<file path="src/rtl/uart_transmitter_if.sv">
// rtl/uart_transmitter_if.sv - producer-to-transmitter byte handshake
//
// Purpose: groups the valid/ready word handshake between a byte producer
//          (master) and the UART transmitter (slave).
// Signals:
//   tx_data   word offered by the producer
//   tx_valid  producer has a word on tx_data
//   tx_ready  transmitter holding register is empty
interface uart_transmitter_if #(
  parameter int DATA_BITS = 8
);
  logic [DATA_BITS-1:0] tx_data;
  logic                 tx_valid;
  logic                 tx_ready;

  modport master (output tx_data, output tx_valid, input tx_ready);
  modport slave  (input tx_data, input tx_valid, output tx_ready);
endinterface

</file>
<file path="src/rtl/uart_transmitter.sv">
// rtl/uart_transmitter.sv - 8N1-style UART serialiser with one-word holding register
//
// Purpose: takes words over a valid/ready handshake and shifts them out as
//          start / DATA_BITS data / STOP_BITS stop frames. A holding register
//          lets the next word queue up so consecutive frames have no idle gap.
// Ports:
//   clk         system clock, posedge
//   reset       asynchronous, active-low reset
//   tx          slave side of the word handshake (tx_data/tx_valid/tx_ready)
//   serial_out  UART line, idle high, driven straight from a flop
//   t_busy      high while a frame is in progress
module uart_transmitter #(
  parameter int CYCLES_PER_BIT = 868,
  parameter int DATA_BITS      = 8,
  parameter int STOP_BITS      = 1,
  parameter int MSB_FIRST      = 1
) (
  input  logic                clk,
  input  logic                reset,
  uart_transmitter_if.slave   tx,
  output logic                serial_out,
  output logic                t_busy
);

  localparam int CW = (CYCLES_PER_BIT > 1) ? $clog2(CYCLES_PER_BIT) : 1;
  localparam int BW = $clog2(DATA_BITS + 1);

  typedef enum logic [1:0] {IDLE, START, DATA, STOP} state_t;

  state_t               state, state_d;
  logic [CW-1:0]        cyc_cnt, cyc_d;
  logic [BW-1:0]        bit_cnt, bit_d;
  logic [DATA_BITS-1:0] shifter, shifter_d;
  logic [DATA_BITS-1:0] hold_reg;
  logic                 hold_full, hold_full_d;
  logic                 line_d;
  logic                 load;
  logic                 accept;
  logic                 bit_end;

  assign tx.tx_ready = !hold_full;
  assign accept      = tx.tx_valid && !hold_full;
  assign bit_end     = (cyc_cnt == CW'(CYCLES_PER_BIT - 1));
  assign t_busy      = (state != IDLE);

  // line_d is the level for the current state; it is registered into
  // serial_out, so the line trails the state by one cycle uniformly and
  // every bit period (start, data, stop) stays exactly CYCLES_PER_BIT long.
  always_comb begin
    state_d   = state;
    cyc_d     = cyc_cnt;
    bit_d     = bit_cnt;
    shifter_d = shifter;
    load      = 1'b0;
    line_d    = 1'b1;
    case (state)
      IDLE: begin
        if (hold_full) begin
          load    = 1'b1;
          state_d = START;
          cyc_d   = '0;
          bit_d   = '0;
        end
      end
      START: begin
        line_d = 1'b0;
        if (bit_end) begin
          cyc_d   = '0;
          bit_d   = '0;
          state_d = DATA;
        end else begin
          cyc_d = cyc_cnt + 1'b1;
        end
      end
      DATA: begin
        line_d = (MSB_FIRST != 0) ? shifter[DATA_BITS-1] : shifter[0];
        if (bit_end) begin
          cyc_d     = '0;
          shifter_d = (MSB_FIRST != 0) ? {shifter[DATA_BITS-2:0], 1'b0}
                                       : {1'b0, shifter[DATA_BITS-1:1]};
          if (bit_cnt == BW'(DATA_BITS - 1)) begin
            bit_d   = '0;
            state_d = STOP;
          end else begin
            bit_d = bit_cnt + 1'b1;
          end
        end else begin
          cyc_d = cyc_cnt + 1'b1;
        end
      end
      STOP: begin
        if (bit_end) begin
          cyc_d = '0;
          if (bit_cnt == BW'(STOP_BITS - 1)) begin
            bit_d = '0;
            // A queued word starts its frame right after the last stop bit.
            if (hold_full) begin
              load    = 1'b1;
              state_d = START;
            end else begin
              state_d = IDLE;
            end
          end else begin
            bit_d = bit_cnt + 1'b1;
          end
        end else begin
          cyc_d = cyc_cnt + 1'b1;
        end
      end
      default: state_d = IDLE;
    endcase
    if (load) begin
      shifter_d = hold_reg;
    end
    hold_full_d = (hold_full && !load) || accept;
  end

  always_ff @(posedge clk or negedge reset) begin
    if (!reset) begin
      state      <= IDLE;
      cyc_cnt    <= '0;
      bit_cnt    <= '0;
      shifter    <= '0;
      hold_reg   <= '0;
      hold_full  <= 1'b0;
      serial_out <= 1'b1;
    end else begin
      state      <= state_d;
      cyc_cnt    <= cyc_d;
      bit_cnt    <= bit_d;
      shifter    <= shifter_d;
      hold_full  <= hold_full_d;
      serial_out <= line_d;
      if (accept) begin
        hold_reg <= tx.tx_data;
      end
    end
  end

endmodule

</file>
<file path="src/flat_wrapper.sv">
// flat-port wrapper written by rule: the top's interface ports become plain ports
module uart_transmitter_flat 
#(
  parameter int CYCLES_PER_BIT = 868,
  parameter int DATA_BITS      = 8,
  parameter int STOP_BITS      = 1,
  parameter int MSB_FIRST      = 1
)
  (clk, reset, serial_out, t_busy, tx_tx_data, tx_tx_valid, tx_tx_ready);
  uart_transmitter_if #(.DATA_BITS(DATA_BITS)) tx_i ();
  input  logic clk;
  input  logic reset;
  output logic serial_out;
  output logic t_busy;
  input wire logic [$bits(tx_i.tx_data)-1:0] tx_tx_data;
  input wire logic [$bits(tx_i.tx_valid)-1:0] tx_tx_valid;
  output wire logic [$bits(tx_i.tx_ready)-1:0] tx_tx_ready;
  assign tx_i.tx_data = tx_tx_data;
  assign tx_i.tx_valid = tx_tx_valid;
  assign tx_tx_ready = tx_i.tx_ready;
  uart_transmitter #(.CYCLES_PER_BIT(CYCLES_PER_BIT), .DATA_BITS(DATA_BITS), .STOP_BITS(STOP_BITS), .MSB_FIRST(MSB_FIRST)) u_core (.clk(clk), .reset(reset), .tx(tx_i), .serial_out(serial_out), .t_busy(t_busy));
endmodule
</file>
<file path="config.mk">
export PLATFORM = sky130hd
export DESIGN_NAME = uart_transmitter_flat
export DESIGN_NICKNAME = d
export VERILOG_FILES = /design/src/rtl/uart_transmitter_if.sv /design/src/rtl/uart_transmitter.sv /design/src/flat_wrapper.sv
export SDC_FILE = /design/constraint.sdc
export NUM_CORES = 1
export LEC_CHECK = 0
export BUFFER_PORTS_ARGS = -buffer_cell sky130_fd_sc_hd__buf_2
export CAP_MARGIN = 0
export CORE_MARGIN = 4
export CORE_UTILIZATION = 30
export CTS_BUF_LIST = sky130_fd_sc_hd__clkbuf_8
export DETAILED_ROUTE_END_ITERATION = 12
export GPL_TIMING_DRIVEN = 0
export PLACE_DENSITY = 0.54
export SLEW_MARGIN = 20
export SYNTH_ARGS = -nofsm -noshare
export SYNTH_HDL_FRONTEND = slang
export SYNTH_SLANG_ARGS = --single-unit
</file>
<file path="constraint.sdc">
create_clock -name clk -period 2.49 [get_ports clk]
set_input_delay 0.747 -clock clk [delete_from_list [all_inputs] [get_ports clk]]
set_output_delay 0.747 -clock clk [all_outputs]
set_load 0.02 [all_outputs]
</file>
==> results of run 1 <==
==> stage by stage <==
stage	instances	hold WS [ns]
CTS	255	0.484
global placement	247	0.475
global route	255	0.507
detailed placement	247	0.472
finish	255	0.482
floorplan	162	0.444
==> logic make-up (layout without fill, tap and decap cells) <==
family                     after synthesis  after routing  synth area share
and+or+nand+nor                         46             46             0.152
AOI/OAI and AO/OA                       35             35             0.131
DFF                                     34             34             0.473
muxes                                   25             25             0.155
buffers and inverters                   13             34            0.0285
adders and majority gates                8              8            0.0556
xor gates and xnor gates                 1              1           0.00486
==> area by class of cell <==
cell class | instances | area share
clock buffers | 5 | 0.0332
multi-input cells | 115 | 0.434
well taps | 72 | 0.0435
clock inverters | 3 | 0.0218
inverters | 8 | 0.0145
plain buffers | 5 | 0.0103
repair buffers | 13 | 0.0314
flip-flops and latches | 34 | 0.411
==> layout by cell type (no fill, tap or decap), types with 2 or more instances in the layout <==
master	synthesis	layout
dfrtp_1	33	33
buf_2	2	15
a41oi_1	3	3
nor3_1	2	2
a31oi_1	7	7
ha_1	8	8
nor2b_1	2	2
clkbuf_8	0	5
mux2_2	23	23
o31ai_1	3	3
o21ai_0	10	10
inv_1	8	8
a21oi_1	3	3
a22o_1	2	2
nor2_1	8	8
nand3_1	6	6
clkinvlp_4	0	2
clkbuf_1	3	3
mux2i_1	2	2
nand2_1	14	14
==> worst max-delay path: cells and delay by family, from the launching register on <==
kind                       cells  cell delay, ns
AOI/OAI and AO/OA              1            0.16
DFF                            1            0.42
adders and majority gates      1            0.20
and+or+nand+nor                2            0.64
muxes                          1            0.37
buffers and inverters          2            0.30
==> report_power, final <==
part / switching (mW) / internal (mW) / leakage, nW
clock network: 0.218 / 0.298 / 0.0504
registers: 0.155 / 0.773 / 0.425
logic: 0.510 / 0.490 / 0.420
==> how the worst max path moves through the flow <==
stage                          from                end  slack (ns)  depth (start not counted)
floorplan           u_core.state[0]    u_core.state[1]        0.61                          7
global placement    u_core.state[0]    u_core.state[1]        0.33                          7
detailed placement  u_core.state[0]    u_core.state[1]        0.32                          7
CTS                 u_core.state[0]             t_busy        0.29                          4
global route        u_core.state[1]  u_core.shifter[5]        0.15                          5
finish              u_core.state[0]    u_core.state[1]        0.28                          7
==> layer usage <==
metal	vias to the layer above	global-route usage	part of all wire
li1	640	-	-
met1	614	0.143	0.52
met2	19	0.151	0.42
met3	2	0.0336	0.045
met4	0	0.0388	0.0083
met5	-	0	0
==> impl_metrics.env, run 1 <==
export IMPL_die_area_mm2=0.00731
export IMPL_finalSetupTns_ns=0
export IMPL_worstPathCellList="inv_1 -> ha_1 -> clkbuf_1 -> nor3_1 -> a31oi_1 -> nor3_1 -> mux2_2"
export IMPL_status="completed"
export IMPL_post_cts_buffers=0
export IMPL_vias_per_cell=5.00
export IMPL_grt_pass1_wl_um=6020
export IMPL_cp_slowest_stage_delay_ns=0.42
export IMPL_ir_worst_vdd_mv=0.454
export IMPL_gr_total_overflow=0
export IMPL_clk_pin_slew_ns=0.08
export IMPL_arrival_ns=2.39
export IMPL_setup_violations=0
export IMPL_synth_edf_count=0
export IMPL_rsz0062_at_grt="false"
export IMPL_reg2reg_to="u_core.state[1]"
export IMPL_hp_start="u_core.shifter[7]"
export IMPL_firstDrtPassIters=4
export IMPL_synth_most_common_cell="dfrtp_1"
export IMPL_ff2ff_setup_slack_ns=0.28
export IMPL_cp_end_kind="register"
export IMPL_ios=14
export IMPL_die_h_um=85.5
export IMPL_clk_latency_ns=0.29
export IMPL_maxSlewHeadroom=0.486
export IMPL_synth_fp_nets=181
export IMPL_synth_area_top_cells="dfrtp_1, mux2_2, ha_1"
export IMPL_hp_class="reg -> reg"
export IMPL_syn_avg_cell_area_um2=11.1
export IMPL_cts_hold_buf=0
export IMPL_detailed_place_hpwl_um=2370
export IMPL_setup_ws_ns=0.276
export IMPL_worst_slew_pin_slew_ns=0.771
export IMPL_yosys_warnings=0
export IMPL_syn_instance_count=162
export IMPL_syn2layout_area_growth_pct=14.9
export IMPL_synth_common_cells="dfrtp_1, mux2_2, nand2_1"
export IMPL_core_mm2=0.00568
export IMPL_antenna_found_initial=0
export IMPL_route_detailed_drc=0
export IMPL_core_rowCount=27
export IMPL_place_congestion=0.776
export IMPL_drt_wirelength_per_cell_um=13.2
export IMPL_clockBufferDepth=2
export IMPL_max_freq_mhz=452
export IMPL_multi_input_area_um2=898
export IMPL_synth_async_reset_ratio=1.00
export IMPL_synth_flop_cell="dfrtp_1"
export IMPL_yosysTopAreaCellShare=0.458
export IMPL_crit_slowest_cell="dfrtp_1"
export IMPL_h_tree_depth=2
export IMPL_synth_cell_types=41
export IMPL_power_leakage_nw=0.896
export IMPL_io_buffers=13
export IMPL_regToRegStartpoint="u_core.state[0]"
export IMPL_grt_max_degree=35
export IMPL_cpMostUsedCell="nor3_1"
export IMPL_drv_slew=0
export IMPL_critPathRequiredTime_ns=2.67
export IMPL_syn_area_mm2=0.00180
export IMPL_cts_root_buf="clkbuf_8"
export IMPL_regArea_um2=852
export IMPL_power_mw=2.44
export IMPL_cts_resized=0
export IMPL_drive_gt1_frac=0.295
export IMPL_largest_reg_flops=10
export IMPL_worstPathMaxFanout=8
export IMPL_drt_iter0_markers=78
export IMPL_num_antenna_cells=0
export IMPL_start_util=0.317
export IMPL_synth_top_area_cell="dfrtp_1"
export IMPL_power_density_mw_per_mm2=1180
export IMPL_worstSetupPathType="reg -> reg"
export IMPL_ant_nets=0
export IMPL_dpl_worst_slack_ns=0.315
export IMPL_grt_pass1_vias=1248
export IMPL_cts_tree="built"
export IMPL_rr_worst_depth=7
export IMPL_fin_util=0.365
export IMPL_fp_dieW_um=85.5
export IMPL_synth_seq_cells=34
export IMPL_seq_area_frac_synth=0.473
export IMPL_dr_total_vias=1275
export IMPL_cts_buffers=5
export IMPL_clock_sinks=34
export IMPL_drv_cap=0
export IMPL_skew_ns=0.00822
export IMPL_layout_min_cycle_time_ns=2.21
export IMPL_period_share=0.889
export IMPL_wirelength_um=3370
export IMPL_fin_area_mm2=0.00207
export IMPL_fin_nets=201
export IMPL_min_to="u_core.serial_out"
export IMPL_whs_path_depth=2
export IMPL_grtUsageTotal=0.104
export IMPL_placed_cell_area_mm2=0.00196
export IMPL_hold_violations=0
export IMPL_fillers=567
export IMPL_start_kind="register"
Power figures use the tool's default switching activity.
==> inputs of run 2 (changes only) <==
--- a/config.mk
+++ b/config.mk
@@ -5,6 +5,7 @@
 export SDC_FILE = /design/constraint.sdc
 export NUM_CORES = 1
 export LEC_CHECK = 0
+export ABC_AREA = 1
 export BUFFER_PORTS_ARGS = -buffer_cell sky130_fd_sc_hd__buf_2
 export CAP_MARGIN = 0
 export CORE_MARGIN = 4
==> run 2 against run 1 <==
Effect of this change: sequential power fell by 34%; largest cell class unchanged; highest routed layer unchanged; clock skew decreased by 0.0024 ns; non-clock buffer count fell by 2; via count increased by 17%; routed wire length up 11%.
==> impl_metrics.env, run 2 <==
export IMPL_finalSetupTns_ns=0
export IMPL_power_leakage_nw=1.04
export IMPL_clockBufferDepth=2
export IMPL_yosys_warnings=0
export IMPL_start_util=0.313
export IMPL_cp_slowest_stage_delay_ns=0.41
export IMPL_num_antenna_cells=0
export IMPL_cts_tree="built"
export IMPL_cpMostUsedCell="inv_1"
export IMPL_critPathRequiredTime_ns=1.74
export IMPL_die_area_mm2=0.00758
export IMPL_grt_pass1_wl_um=6710
export IMPL_cp_buffers_inverters=3
export IMPL_layout_min_cycle_time_ns=2.11
export IMPL_core_rowCount=28
export IMPL_grt_max_degree=35
export IMPL_syn_instance_count=234
export IMPL_clock_sinks=34
export IMPL_synth_common_cells="nand2_1, dfrtp_1, inv_1"
export IMPL_synth_most_common_cell="nand2_1"
export IMPL_route_detailed_drc=0
export IMPL_cts_hold_buf=0
export IMPL_whs_ns=0.480
export IMPL_synth_flop_cell="dfrtp_1"
export IMPL_rr_worst_depth=8
export IMPL_h_tree_depth=2
export IMPL_post_cts_buffers=0
export IMPL_max_freq_mhz=475
export IMPL_clk_latency_ns=0.28
export IMPL_worstPathMaxFanout=5
export IMPL_synth_fp_nets=253
export IMPL_drv_cap=0
export IMPL_ant_nets=0
export IMPL_grt_pass1_vias=1482
export IMPL_die_h_um=87.1
export IMPL_drt_wirelength_per_cell_um=11.3
export IMPL_whs_path_depth=2
export IMPL_ir_worst_vdd_mv=0.297
export IMPL_vias_per_cell=4.52
export IMPL_syn_avg_cell_area_um2=8.02
export IMPL_clk_pin_slew_ns=0.07
export IMPL_drv_slew=0
export IMPL_worstPathCellList="inv_1 -> ha_1 -> inv_1 -> buf_2"
export IMPL_hp_class="reg -> reg"
export IMPL_gr_total_overflow=0
export IMPL_wirelength_um=3740
export IMPL_setup_ws_ns=0.384
export IMPL_synth_edf_count=0
export IMPL_cts_resized=0
export IMPL_antenna_found_initial=0
export IMPL_start_kind="register"
export IMPL_yosysTopAreaCellShare=0.440
export IMPL_cp_end_kind="output port"
export IMPL_synth_seq_cells=34
export IMPL_power_mw=1.10
export IMPL_cts_buffers=5
export IMPL_ios=14
export IMPL_worstSetupPathType="reg -> out"
export IMPL_power_density_mw_per_mm2=519
export IMPL_place_congestion=0.767
export IMPL_final_common_cell="nand2_1"
export IMPL_cp_depth=4
export IMPL_cts_root_buf="clkbuf_8"
export IMPL_core_mm2=0.00599
export IMPL_detailed_place_hpwl_um=2740
export IMPL_firstDrtPassIters=4
export IMPL_drive_gt1_frac=0.165
export IMPL_setup_violations=0
export IMPL_rsz0062_at_grt="false"
export IMPL_seq_area_frac_synth=0.454
export IMPL_grtUsageTotal=0.113
export IMPL_syn_area_mm2=0.00188
export IMPL_largest_reg_flops=10
export IMPL_fp_dieW_um=87.1
export IMPL_dr_total_vias=1493
export IMPL_maxSlewHeadroom=0.489
export IMPL_period_share=0.846
export IMPL_fin_nets=273
export IMPL_final_cell_mix="nand2_1, dfrtp_1, inv_1, nand3_1"
export IMPL_skew_ns=0.00581
export IMPL_status="completed"
export IMPL_io_buffers=13
export IMPL_drt_iter0_markers=73
export IMPL_synth_cell_types=29
export IMPL_syn2layout_area_growth_pct=13.3
export IMPL_synth_top_area_cell="dfrtp_1"
export IMPL_cpLargestDelayFamily="buffers and inverters"
export IMPL_arrival_ns=1.36
export IMPL_worst_slew_pin_slew_ns=0.766
export IMPL_synth_async_reset_ratio=1.00
export IMPL_fin_util=0.355
export IMPL_crit_slowest_cell="dfrtp_1"
export IMPL_synth_area_top_cells="dfrtp_1, nand2_1, nand3_1"
export IMPL_hold_violations=0
export IMPL_dpl_worst_slack_ns=0.684
==> run 2: cell types whose count changed in the layout (fill, tap and decap cells not counted), sizes merged, moves of 4 or more <==
cell   previous run  this run
nand2            14        72
inv               8        32
mux2             23         1
nand3             6        25
nor2              8        16
a31oi             7         0
a21oi             3         9
o22ai             0         4
==> run 2: cells by family after synthesis <==
family          Yosys count  share of synthesized area
buf+inv                  34                     0.0720
simple gates            125                      0.314
compound gates           29                     0.0867
flops                    34                      0.454
mux                       1                    0.00600
fa+ha+maj                 8                     0.0534
xor+xnor                  3                     0.0140
==> run 2: final cells by class <==
| cell class | instances | area [um2] |
|---|---|---|
| plain buffers | 3 | 18.8 |
| fillers | 615 | 3860 |
| inverters | 31 | 116 |
| flip-flops and latches | 34 | 852 |
| well taps | 75 | 93.8 |
| repair buffers | 13 | 65.1 |
| clock buffers | 6 | 82.6 |
| multi-input cells | 166 | 888 |
| clock inverters | 2 | 8.76 |
==> run 2: metal layers <==
layer / share of wire / track usage / up-vias
li1: - / - / 796
met1: 0.51 / 0.150 / 664
met2: 0.44 / 0.175 / 24
met3: 0.032 / 0.0265 / 9
met4: 0.017 / 0.0467 / 0
met5: 0 / 0 / -
==> run 2: through the flow <==
stage               cell area, um2  std cells
global placement              2030        322
global route                  2130        330
CTS                           2130        330
floorplan                     1880        234
detailed placement            2030        322
finish                        2130        330
==> run 2: power breakdown <==
group	internal (mW)	switching (mW)	total (mW)	leakage (nW)
Clock	0.219	0.195	0.414	0.0524
Sequential	0.596	0.0121	0.608	0.391
Combinational	0.0290	0.0522	0.0812	0.596
Total	0.844	0.259	1.10	1.04
==> run 2: worst paths after layout <==
path	start	to	slack (ns)
min in group asynchronous	reset	u_core.bit_cnt[1]	0.54
hold / removal	u_core.hold_reg[0]	u_core.shifter[0]	0.48
setup / recovery	u_core.state[0]	t_busy	0.38
max in group asynchronous	reset	u_core.cyc_cnt[4]	1.47
setup reg to reg	u_core.state[0]	u_core.state[0]	0.72
hold reg to reg	u_core.hold_reg[0]	u_core.shifter[0]	0.48
==> run 2: worst reg2reg max path, delay by kind of cell (launching register included) <==
family,cells,cell delay (ns)
fa+ha+maj,1,0.25
simple gates,3,0.38
flops,1,0.41
buf+inv,4,0.62
==> inputs of run 3 (changes only) <==
==> constraint.sdc (replaced) <==
create_clock -name clk -period 2.1 [get_ports clk]
set_input_delay 0.63 -clock clk [delete_from_list [all_inputs] [get_ports clk]]
set_output_delay 0.63 -clock clk [all_outputs]
set_load 0.02 [all_outputs]
==> run 3 against run 2 <==
Effect of this change: combinational power rose by 18%; die area did not move; cell count did not move; sequential cell count did not move; via count rose by 0.33%; routed wire length rose by 0.16%; largest power group unchanged.
==> impl_metrics.env, run 3 (synthesis results as in run 2) <==
export IMPL_h_tree_depth=2
export IMPL_cts_root_buf="clkbuf_8"
export IMPL_clock_sinks=34
export IMPL_worstPathMaxFanout=5
export IMPL_start_util=0.313
export IMPL_cts_hold_buf=0
export IMPL_firstDrtPassIters=4
export IMPL_detailed_place_hpwl_um=2740
export IMPL_cpMostUsedCell="inv_1"
export IMPL_final_cell_mix="nand2_1, dfrtp_1, inv_1, nand3_1"
export IMPL_fp_dieW_um=87.1
export IMPL_dr_total_vias=1498
export IMPL_arrival_ns=1.33
export IMPL_route_detailed_drc=0
export IMPL_fin_nets=273
export IMPL_drv_cap=0
export IMPL_grt_pass1_vias=1482
export IMPL_antenna_found_initial=0
export IMPL_cts_buffers=5
export IMPL_gr_total_overflow=0
export IMPL_worstPathCellList="inv_1 -> ha_2 -> inv_1 -> buf_2"
export IMPL_num_antenna_cells=0
export IMPL_post_layout_nonfiller_instances=330
export IMPL_die_area_mm2=0.00758
export IMPL_clk_latency_ns=0.28
export IMPL_finalSetupTns_ns=0
export IMPL_cts_tree="built"
export IMPL_grt_max_degree=35
export IMPL_final_common_cell="nand2_1"
export IMPL_rsz0062_at_grt="false"
export IMPL_period_share=0.933
export IMPL_ant_nets=0
export IMPL_drive_gt1_frac=0.169
export IMPL_power_density_mw_per_mm2=615
export IMPL_critPathRequiredTime_ns=1.47
export IMPL_vias_per_cell=4.54
export IMPL_worstSetupPathType="reg -> out"
export IMPL_crit_slowest_cell="dfrtp_1"
export IMPL_clk_pin_slew_ns=0.07
export IMPL_die_h_um=87.1
export IMPL_layout_min_cycle_time_ns=1.96
export IMPL_drt_iter0_markers=77
export IMPL_ff2ff_setup_slack_ns=0.34
export IMPL_drt_wirelength_per_cell_um=11.4
export IMPL_maxSlewHeadroom=0.491
export IMPL_cp_slowest_stage_delay_ns=0.41
export IMPL_syn2layout_area_growth_pct=13.5
export IMPL_worst_slew_pin_slew_ns=0.764
export IMPL_ios=14
export IMPL_hold_violations=0
export IMPL_core_rowCount=28
export IMPL_grtUsageTotal=0.113
export IMPL_ir_worst_vdd_mv=0.352
export IMPL_core_mm2=0.00599
export IMPL_wirelength_um=3750
export IMPL_place_inst=322
export IMPL_clockBufferDepth=2
export IMPL_start_kind="register"
export IMPL_largest_reg_flops=10
export IMPL_hp_class="in -> async"
export IMPL_setup_violations=0
export IMPL_skew_ns=0.00575
export IMPL_power_leakage_nw=1.04
export IMPL_whs_ns=0.418
export IMPL_drv_slew=0
export IMPL_grt_pass1_wl_um=6710
export IMPL_io_buffers=13
export IMPL_cp_end_kind="output port"
export IMPL_place_congestion=0.767
export IMPL_max_freq_mhz=511
export IMPL_status="completed"
[run 3: through the flow]
stage	power, mW	cell area (um2)	utilization	setup WS, ns
after floorplan	0.790	1880	-	0.516
after global placement	0.830	2030	0.340	0.308
after detailed placement	0.833	2030	0.340	0.327
after CTS	1.34	2130	0.355	0.0838
after global routing	1.39	2130	0.355	0.0298
final	1.31	2130	0.355	0.141
[run 3: what timing repair did]
item                                    4_1_cts  5_1_grt
endpoints found under the setup margin        0        1
gates resized for setup                       0        1
buffers inserted                              0        0
[run 3: final timing paths]
check                                    from           endpoint  depth (start not counted)
setup / recovery              u_core.state[0]             t_busy                          4
hold / removal                          reset  u_core.bit_cnt[1]                          1
setup reg to reg              u_core.state[0]  u_core.bit_cnt[0]                          7
hold reg to reg            u_core.hold_reg[0]  u_core.shifter[0]                          2
max in group asynchronous               reset  u_core.cyc_cnt[4]                          1
min in group clk           u_core.hold_reg[0]  u_core.shifter[0]                          2
[run 3: metal layers]
layer / wire length, um / vias up / GRT usage / part of all wire
li1: - / 798 / - / -
met1: 1920 / 667 / 0.150 / 0.51
met2: 1640 / 24 / 0.175 / 0.44
met3: 117 / 9 / 0.0265 / 0.031
met4: 64 / 0 / 0.0467 / 0.017
met5: 0 / - / 0 / 0
[run 3: cell type report]
| type | instances | area, um2 |
|---|---|---|
| multi-input combinational | 166 | 891 |
| buffer | 3 | 18.8 |
| sequential | 34 | 852 |
| timing repair buffer | 13 | 65.1 |
| inverter | 31 | 116 |
| fill | 614 | 3860 |
| clock inverter | 2 | 8.76 |
| clock buffer | 6 | 82.6 |
| tap | 75 | 93.8 |
[run 3: where the power goes]
part	switching, mW	total, mW	internal (mW)
combinational	0.0619	0.0962	0.0344
clock	0.231	0.491	0.260
sequential	0.0143	0.721	0.707
[run 3: worst max-delay path, delay by kind of cell (launching register included)]
family / cells / cell delay [ns]
adder cells (fa/ha/maj): 1 / 0.24
buffers and inverters: 3 / 0.39
flip-flops: 1 / 0.41
